File: src/rtl/fir_decim_fifo.sv
// Decimating averager for the FIR output stream. It feeds a small circular FIFO
// toward a ready/valid consumer. low_power_mode freezes the input side only.
module fir_decim_fifo #(
  parameter int unsigned W     = 16,
  parameter int unsigned DECIM = 4,
  parameter int unsigned DEPTH = 8
) (
  input  logic                   clk,
  input  logic                   reset,
  input  logic                   in_valid,
  input  logic [W-1:0]           in_data,
  input  logic                   low_power_mode,
  output logic                   out_valid,
  input  logic                   out_ready,
  output logic [W-1:0]           out_data,
  output logic [$clog2(DEPTH):0] fifo_count,
  output logic                   overflow
);

  localparam int unsigned AW    = $clog2(DEPTH);
  localparam int unsigned CW    = AW + 1;
  localparam int unsigned SH    = $clog2(DECIM);
  localparam int unsigned PW    = (DECIM > 1) ? SH : 1;
  localparam int unsigned ACC_W = W + 4;

  logic signed [ACC_W-1:0] acc_q, acc_d;
  logic [PW-1:0]           phase_q, phase_d;
  logic [AW-1:0]           wr_ptr_q, wr_ptr_d;
  logic [AW-1:0]           rd_ptr_q, rd_ptr_d;
  logic [CW-1:0]           count_q, count_d;
  logic                    ovf_q, ovf_d;
  logic [W-1:0]            mem_q [DEPTH];

  logic                    accept_c;
  logic                    last_c;
  logic signed [ACC_W-1:0] in_ext_c;
  logic signed [ACC_W-1:0] sum_c;
  logic [W-1:0]            result_c;
  logic                    push_c;
  logic                    pop_c;
  logic                    full_c;
  logic                    wr_en_c;

  // Datapath: sign-extend, accumulate, and scale the group sum down by DECIM.
  assign accept_c = in_valid & ~low_power_mode;
  assign last_c   = (phase_q == PW'(DECIM - 1));
  assign in_ext_c = {{(ACC_W - W){in_data[W-1]}}, in_data};
  assign sum_c    = acc_q + in_ext_c;
  assign result_c = W'(sum_c >>> SH);

  assign push_c  = accept_c & last_c;
  assign full_c  = (count_q == CW'(DEPTH));
  assign pop_c   = out_valid & out_ready;
  // While full, a write is only possible when the head leaves on the same edge.
  assign wr_en_c = push_c & (~full_c | pop_c);

  // Next-state for accumulator, pointers, occupancy and sticky overflow.
  always_comb begin
    acc_d    = acc_q;
    phase_d  = phase_q;
    wr_ptr_d = wr_ptr_q;
    rd_ptr_d = rd_ptr_q;
    count_d  = count_q;
    ovf_d    = ovf_q;

    if (accept_c) begin
      if (last_c) begin
        acc_d   = '0;
        phase_d = '0;
      end else begin
        acc_d   = sum_c;
        phase_d = phase_q + PW'(1);
      end
    end

    if (wr_en_c) begin
      wr_ptr_d = wr_ptr_q + AW'(1);
    end
    if (pop_c) begin
      rd_ptr_d = rd_ptr_q + AW'(1);
    end

    case ({wr_en_c, pop_c})
      2'b10:   count_d = count_q + CW'(1);
      2'b01:   count_d = count_q - CW'(1);
      default: count_d = count_q;
    endcase

    if (push_c & ~wr_en_c) begin
      ovf_d = 1'b1;
    end
  end

  // State registers.
  always_ff @(posedge clk or negedge reset) begin
    if (!reset) begin
      acc_q    <= '0;
      phase_q  <= '0;
      wr_ptr_q <= '0;
      rd_ptr_q <= '0;
      count_q  <= '0;
      ovf_q    <= 1'b0;
    end else begin
      acc_q    <= acc_d;
      phase_q  <= phase_d;
      wr_ptr_q <= wr_ptr_d;
      rd_ptr_q <= rd_ptr_d;
      count_q  <= count_d;
      ovf_q    <= ovf_d;
    end
  end

  // Storage array; cleared on reset so the stale head reads as zero.
  always_ff @(posedge clk or negedge reset) begin
    if (!reset) begin
      for (int i = 0; i < int'(DEPTH); i++) begin
        mem_q[i] <= '0;
      end
    end else if (wr_en_c) begin
      mem_q[wr_ptr_q] <= result_c;
    end
  end

  assign out_valid  = (count_q != '0);
  assign out_data   = mem_q[rd_ptr_q];
  assign fifo_count = count_q;
  assign overflow   = ovf_q;

endmodule

File: config.mk
export PLATFORM = sky130hd
export DESIGN_NAME = fir_decim_fifo
export DESIGN_NICKNAME = d
export VERILOG_FILES = /design/src/rtl/fir_decim_fifo.sv
export SDC_FILE = /design/constraint.sdc
export NUM_CORES = 1
export LEC_CHECK = 0
export ABC_AREA = 1
export BUFFER_PORTS_ARGS = -buffer_cell sky130_fd_sc_hd__clkbuf_2
export CAP_MARGIN = 20
export CORE_AREA = 5 5 98 192
export CTS_BUF_LIST = sky130_fd_sc_hd__clkbuf_4 sky130_fd_sc_hd__clkbuf_8 sky130_fd_sc_hd__clkbuf_16
export DETAILED_ROUTE_END_ITERATION = 10
export DIE_AREA = 0 0 103 197
export PLACE_DENSITY = 0.73
export RECOVER_POWER = 50
export SLEW_MARGIN = 20
export SYNTH_ARGS = -nofsm -noshare
export SYNTH_HDL_FRONTEND = slang
export SYNTH_SLANG_ARGS = --single-unit
File: constraint.sdc
create_clock -name clk -period 3.6 [get_ports clk]
set_input_delay 0.72 -clock clk [delete_from_list [all_inputs] [get_ports clk]]
set_output_delay 0.72 -clock clk [all_outputs]
set_load 0.02 [all_outputs]
After elaboration in Yosys (flattened, before gate mapping)
Cells that the tools add are included.

Input port bits: 21. Output and inout port bits: 22. Register bits after elaboration: 161.

Reductions and logical operators: 3. Order comparisons: 3. Equality and inequality tests: 4. Bitwise operators: 11. Add/sub/neg operators: 6. Multiplexer cells: 9.

Operator list (count): 128-bit bitwise mux (1); 16-bit binary-select mux with 3-bit select (1); 16-bit demux with 3-bit select (1); 16-bit 2-to-1 mux (3); 20-bit by 16-bit adder with 20-bit output (1); 20-bit 2-to-1 mux (1); 4-bit >= comparator (second input constant) (2); 3-bit NOT with 4-bit output (2); 4-bit one-hot mux with 2 select lines (1); 3-bit by 1-bit adder with 3-bit output (second input constant) (2); 1-bit bitwise AND (5); 4-bit by 1-bit adder with 4-bit output (second input constant) (1); 2-bit == test (second input constant) (2); 4-bit == test (second input constant) (1); 4-bit by 1-bit < comparator with 1-bit output (second input constant) (1); 4-bit nonzero test (1); 4-bit by 1-bit subtractor with 4-bit output (second input constant) (1); 1-bit NOT (3); 2-bit by 1-bit adder with 2-bit output (second input constant) (1); 2-bit by 1-bit == test with 1-bit output (second input constant) (1); 2-bit 2-to-1 mux (1); 2-bit nonzero test (1); 1-bit logical AND (1); 1-bit OR (1).

Depth between registers and ports, before layout
Gate-level depths: netlist (run 1).

Depth in word-level cells: 6. Gate-level depth with buffers: 13. Gate-level depth less buffers: 13.

Worst setup path before layout (run 1)
No wires, ideal clock.

Kind: input port to flip-flop. Start: input port in_data[0]. End: register mem_q[102] in the netlist's numbering. Setup slack: 1361 ps. Stages on the path: 10. Data required time: 3474 ps. Setup time: 126 ps. Arrival time: 2112 ps. Cell sequence: ha_1 > fa_1 > nand3_1 > nand2_1 > nand2_1 > nand2_1 > or2_1 > buf_2 > nand3_1 > o21ai_0.

Word-level cells in the longest chain between the ends: 2.

Ends and longest elaborated chain: start, declared (line 11) `input logic [W-1:0] in_data,`; 20-bit by 16-bit adder with 20-bit output (line 48) `assign sum_c = acc_q + in_ext_c;`; 128-bit bitwise mux (line 120) `mem_q[wr_ptr_q] <= result_c;`; end signal, assigned by index (line 120); end, declared (line 32) `logic [W-1:0] mem_q [DEPTH];`.

Every way passes these cells. A chain may end at the register's enable or synchronous reset.

Final worst setup path (run 1)
Start: register rd_ptr_q[0]. End: output port out_data[6].

Word-level cells in the longest chain between the ends: 4.

Ends and longest elaborated chain: start, declared (line 29) `logic [AW-1:0] rd_ptr_q, rd_ptr_d;`; start signal, assigned (line 107) `rd_ptr_q <= rd_ptr_d;`; 3-bit NOT with 4-bit output (implied by the code) (line 125) `assign out_data = mem_q[rd_ptr_q];`; 16-bit binary-select mux with 3-bit select (line 125); 16-bit 2-to-1 mux (implied by the code) (2 in a row) (line 125); end, declared (line 15) `output logic [W-1:0] out_data,`.

Every way passes these cells. The select of a mux whose other input is x is not followed.

==> results of run 1 <==
worst min path at each step:
stage	cells after the start	slack, ps	start	end
final	2	480	mem_q[43]	mem_q[43]
after global placement	2	460	mem_q[108]	mem_q[108]
after detailed placement	2	460	mem_q[70]	mem_q[70]
after floorplan	0	420	reset	acc_q[0]
after global routing	2	500	mem_q[53]	mem_q[53]
after CTS	1	340	reset	fifo_count[0]
final cells by class:
type	instances	area, um2
clock buffers	18	439
clock inverters	14	131
fillers	1644	7870
inverters	68	263
multi-input cells	787	3920
flip-flops and latches	159	3980
well taps	210	263
repair buffers	54	324
through the flow:
stage	total power [mW]	hold WS [ps]	area (um2)	cells
after global placement	7.14	457	8800	1278
final	8.99	477	9320	1310
after floorplan	5.87	424	8450	1063
after global routing	9.66	495	9320	1310
after detailed placement	7.21	461	8800	1278
after CTS	9.00	341	9370	1310
state kept, by name (all words and copies together) (netlist names):
register,cells
mem_q,128
wr_ptr_q,3
rd_ptr_q,3
overflow,1
fifo_count,4
acc_q,18
phase_q,2
Yosys cell counts, types with 2 or more instances:
library cell and n:
nand2_1 296, dfrtp_1 159, nor2_1 114, nand3_1 111
o21ai_0 96, inv_1 58, a21oi_1 29, o21ai_1 26
ha_1 23, clkbuf_1 18, a31oi_1 16, buf_2 15
o22ai_1 13, nand2_2 9, inv_2 8, o21ai_2 8
xor2_1 8, nor2_4 7, buf_4 6, buf_6 6
buf_1 4, nand3b_2 4, nor2_8 4, nand3_2 3
nor3_1 3, or2_1 3, xnor2_1 3, a22o_1 2
fa_1 2
layer usage:
metal	part of all wire, %	global-route usage, %	up-vias
met5	0	0	-
met2	53	42.0	293
met4	4.6	12.5	0
met3	6.4	4.53	72
met1	36	28.5	3580
li1	-	-	3538
kinds of logic after synthesis:
group	synth area share, %
AOI/OAI and AO/OA	12.2
xor gates and xnor gates	1.33
adders and majority gates	3.88
buffers and inverters	6.31
DFF	47.1
muxes	0.133
and+or+nand+nor	29.0
critical path, cell delays in order, from the launching register on:
cell      delay [ps]
dfrtp_2          370
buf_12           270
clkinv_1         180
buf_12           220
a21oi_1          200
o21ai_0          110
nand2_1           70
nor2_1            40
a31oi_1          260
clkbuf_2         230
power breakdown:
part / switching, mW / internal, mW
logic: 3.01 / 1.34
registers: 0.389 / 2.48
clock network: 0.789 / 0.982
total: 4.18 / 4.81
==> impl_metrics.csv, run 1 <==
group,metric,value,unit
floorplanning,die_area,20300,um2
setup_path,path_max_fanout,66,
floorplanning,core,17200,um2
detailed_routing,drc,0,
detailed_routing,viasPerCell,5.71,
placement,dp_slack,930,ps
timing,rsz0062_at_grt,"no",
floorplanning,dieHeight,197,um
floorplanning,start_util,49.2,%
logic_synthesis,async_flop_share,100,%
clocking,cts_buffer_depth,2,
logic_synthesis,yosysSeqAreaShare,47.1,%
global_route,grt_max_degree,79,
clocking,h-tree-depth,4,
setup_path,reg2reg_from,"phase_q[0]",
detailed_routing,num_vias,7483,
global_route,grt_antenna_before_repair,0,
logic_synthesis,yosysWarnings,0,
clocking,cts_tree,"built",
logic_synthesis,synth-edff-count,0,
cells_and_area,synthToLayoutAreaGrowth,10.3,%
detailed_routing,routed_wl,23.3,mm
placement,hpwl,15.5,mm
logic_synthesis,synth_seq_cells,159,
cells_and_area,final_cell_mix,"nand2_1 (298), dfrtp_1 (158), nor2_1 (115)",
detailed_routing,first_iter_violations,542,
setup_path,critPathCapture,"out_data[6]",
logic_synthesis,yosys-top-cells-area,"dfrtp_1 (47%), nand2_1 (13%), nand3_1 (6.6%)",
logic_synthesis,syn_area_per_cell,7.95,um2
setup_path,crit_required,2880,ps
setup_path,worstReg2RegEnd,"fifo_count[3]",
clocking,clock_latency,440,ps
global_route,grt_usage,24.5,%
timing,period_share,87.5,%
timing,final.min_clock_period,3150,ps
outcome,status,"complete, but fails checks",
floorplanning,rows,68,
cells_and_area,final_util,54.2,%
clocking,root_buffer,"clkbuf_16",
setup_path,worstSetupPathType,"reg -> out",
setup_path,arrival,2430,ps
power,power.density,965,nW/um2
logic_synthesis,synth.distinct_cells,38,
global_route,first_global_vias,7377,
logic_synthesis,yosys.area.top_type,"dfrtp_1",
timing,setup_viol,0,
cells_and_area,diodes,0,
timing,max_freq,0.318,GHz
timing,hold_viol,0,
power,p_leak,4.81,nW
clocking,clk_pin_slew_worst_paths,70,ps
power,vdd_drop_max,0.000631,V
detailed_routing,antenna_left,0,
clocking,cts-resized-gates,0,
global_route,grt_pass1_wl,38.2,mm
cells_and_area,drive_above_1_share,11.8,%
global_route,grt_overflow_total,0,
setup_path,crit_start,"rd_ptr_q[0]",
timing,slew_viol_final,79,
timing,relSlewSlack,-28.3,%
logic_synthesis,netlist.area_leader.share,47.1,%
run,maxCapViolations,1,
floorplanning,ioPinCount,43,
timing,tns,0,ps
timing,fin_ws,451,ps
clocking,cts_setup_buffers,0,
logic_synthesis,postSynthCellCount,1063,
cells_and_area,mostFrequentLayoutCell,"nand2_1",
floorplanning,die_x,103,um
clocking,cts_made_buffers,17,
clocking,cts_sinks,159,
placement,port_buffers,42,
detailed_routing,wl_per_cell,17.8,um
detailed_routing,first_pass_iters,5,
outcome,violations,"max-capacitance violations, max-slew violations",
timing,finalClockSkew,9.29,ps
logic_synthesis,syn_nets,1109,
setup_path,r2r_cells,13,
cells_and_area,fin_nets,1133,
timing,tightest_slew,1920,ps
placement,gp_congestion,0.915,
logic_synthesis,syn_area,8450,um2
worst_hold_path,hold_class,"reg -> reg",
logic_synthesis,ys.flop_type,"dfrtp_1",
setup_path,critPathLaunchType,"flop",
clocking,ctsHoldBuffers,0,
setup_path,r2r_setup_slack,1360,ps
setup_path,endpoint_kind,"primary output",
Note: power is estimated with default switching activity, not from simulation.
==> run 2: changes to the inputs <==
GPL_TIMING_DRIVEN = 0   (was not set)
PLACE_DENSITY = 0.66   (was 0.73)
==> impl_metrics.csv, run 2 (same netlist as run 1, synthesis figures left out) <==
group,metric,value,unit
clocking,ctsHoldBuffers,0,
placement,place_area,8960,um2
timing,hold_viol,0,
cells_and_area,fin_nets,1171,
setup_path,crit_top_cell,"nor2_1",
cells_and_area,mostFrequentLayoutCell,"nand2_1",
timing,finalClockSkew,6.23,ps
timing,slew_viol_final,87,
setup_path,cpPeakStageDelay,500,ps
timing,max_freq,0.293,GHz
clocking,clk_pin_slew_worst_paths,60,ps
cells_and_area,diodes,0,
cells_and_area,top_register,"mem_q",
clocking,cts_sinks,159,
setup_path,reg2reg_from,"acc_q[2]",
detailed_routing,first_iter_violations,554,
power,power.density,979,nW/um2
power,p_leak,4.92,nW
timing,final.min_clock_period,3420,ps
timing,rsz0062_at_grt,"no",
clocking,clock_latency,430,ps
floorplanning,die_x,103,um
outcome,violations,"max-capacitance violations, max-slew violations",
global_route,first_global_vias,7629,
clocking,cts_buffer_depth,2,
setup_path,r2r_cells,6,
setup_path,crit_required,2880,ps
floorplanning,die_area,20300,um2
global_route,grt_max_degree,88,
worst_hold_path,hp-start,"mem_q[97]",
cells_and_area,final_util,55.5,%
placement,gp_congestion,0.927,
worst_hold_path,hold-path-endpoint,"mem_q[97]",
setup_path,crit_start,"rd_ptr_q[0]",
run,maxCapViolations,1,
cells_and_area,drive_above_1_share,13.2,%
floorplanning,core,17200,um2
detailed_routing,viasPerCell,5.61,
cells_and_area,postLayoutCellArea,9540,um2
detailed_routing,routed_wl,25.7,mm
clocking,cts_setup_buffers,0,
worst_hold_path,hold_class,"reg -> reg",
floorplanning,ioPinCount,43,
detailed_routing,num_vias,7565,
timing,period_share,94.9,%
placement,hpwl,18.6,mm
clocking,h-tree-depth,4,
setup_path,crit_chain,"inv_1, buf_2, clkbuf_1, nor2_1, o22ai_1, nor2_1, a31oi_1, clkbuf_2",
floorplanning,rows,68,
timing,timing.hold.ws,473,ps
detailed_routing,drc,0,
global_route,grt_antenna_before_repair,0,
global_route,grt_overflow_total,0,
floorplanning,dieHeight,197,um
cells_and_area,synthToLayoutAreaGrowth,12.9,%
placement,port_buffers,42,
detailed_routing,wl_per_cell,19.0,um
global_route,grt_pass1_wl,41.4,mm
floorplanning,start_util,49.2,%
power,finalPower,9.34,mW
setup_path,cp_slowest_cell,"clkbuf_1",
worst_hold_path,min_path_cells,2,
setup_path,r2r_setup_slack,1100,ps
timing,setup_viol,0,
setup_path,critPathLaunchType,"flop",
setup_path,worstSetupPathType,"reg -> out",
timing,tightest_slew,2300,ps
global_route,grt_usage,27.3,%
power,vdd_drop_max,0.000849,V
outcome,status,"complete, but fails checks",
clocking,root_buffer,"clkbuf_16",
cells_and_area,largest_reg_flops,128,
detailed_routing,antenna_left,0,
clocking,cts_made_buffers,17,
clocking,cts_tree,"built",
setup_path,path_max_fanout,10,
setup_path,arrival,2700,ps
timing,relSlewSlack,-53.5,%
clocking,cts-resized-gates,0,
setup_path,endpoint_kind,"primary output",
setup_path,worstReg2RegEnd,"mem_q[3]",
detailed_routing,first_pass_iters,5,
cells_and_area,final_cell_mix,"nand2_1 (297), dfrtp_1 (159), nor2_1 (115)",
run 2: how the worst max path moves through the flow:
stage	endpoint	slack (ps)	depth (start not counted)
after floorplan	mem_q[102]	1360	10
after global placement	acc_q[12]	-1160	1
after detailed placement	mem_q[3]	710	7
after CTS	out_data[8]	230	8
after global routing	out_data[8]	90	8
final	out_data[8]	180	8
run 2: worst max-delay path: cells and delay by family (launching register included):
family / cells / cell delay, ps
AO/OA/AOI/OAI: 2 / 540
buffers and inverters: 4 / 1100
AND/OR/NAND/NOR: 2 / 240
flip-flops: 1 / 390
run 2: cell type report:
class                      count  area [um2]
multi-input combinational    787        3930
clock buffer                  19         447
tap                          210         263
buffer                        49         270
timing repair buffer          43         238
sequential                   159        3980
clock inverter                13         154
fill                        1693        7640
inverter                      68         263
run 2: through the flow:
stage | setup slack (ps) | instances | setup TNS (ps)
2_1_floorplan | 1360 | 1063 | 0
3_3_place_gp | -1160 | 1315 | -181820
3_5_place_dp | 707 | 1316 | 0
4_1_cts | 234 | 1348 | 0
5_1_grt | 87.7 | 1348 | 0
6_report | 184 | 1348 | 0
run 2: metal layers:
| metal | global-route usage (%) | wire length (um) |
|---|---|---|
| met1 | 30.3 | 9380 |
| met2 | 47.6 | 13600 |
| met3 | 4.46 | 1130 |
| met4 | 16.0 | 1600 |
| met5 | 0 | 0 |
run 2: report_power, final:
part,internal (mW),leakage [nW],switching (mW),total [mW]
registers,2.48,2.03,0.392,2.88
clock network,1.06,0.283,0.801,1.86
logic,1.34,2.61,3.26,4.60
total,4.89,4.92,4.45,9.34
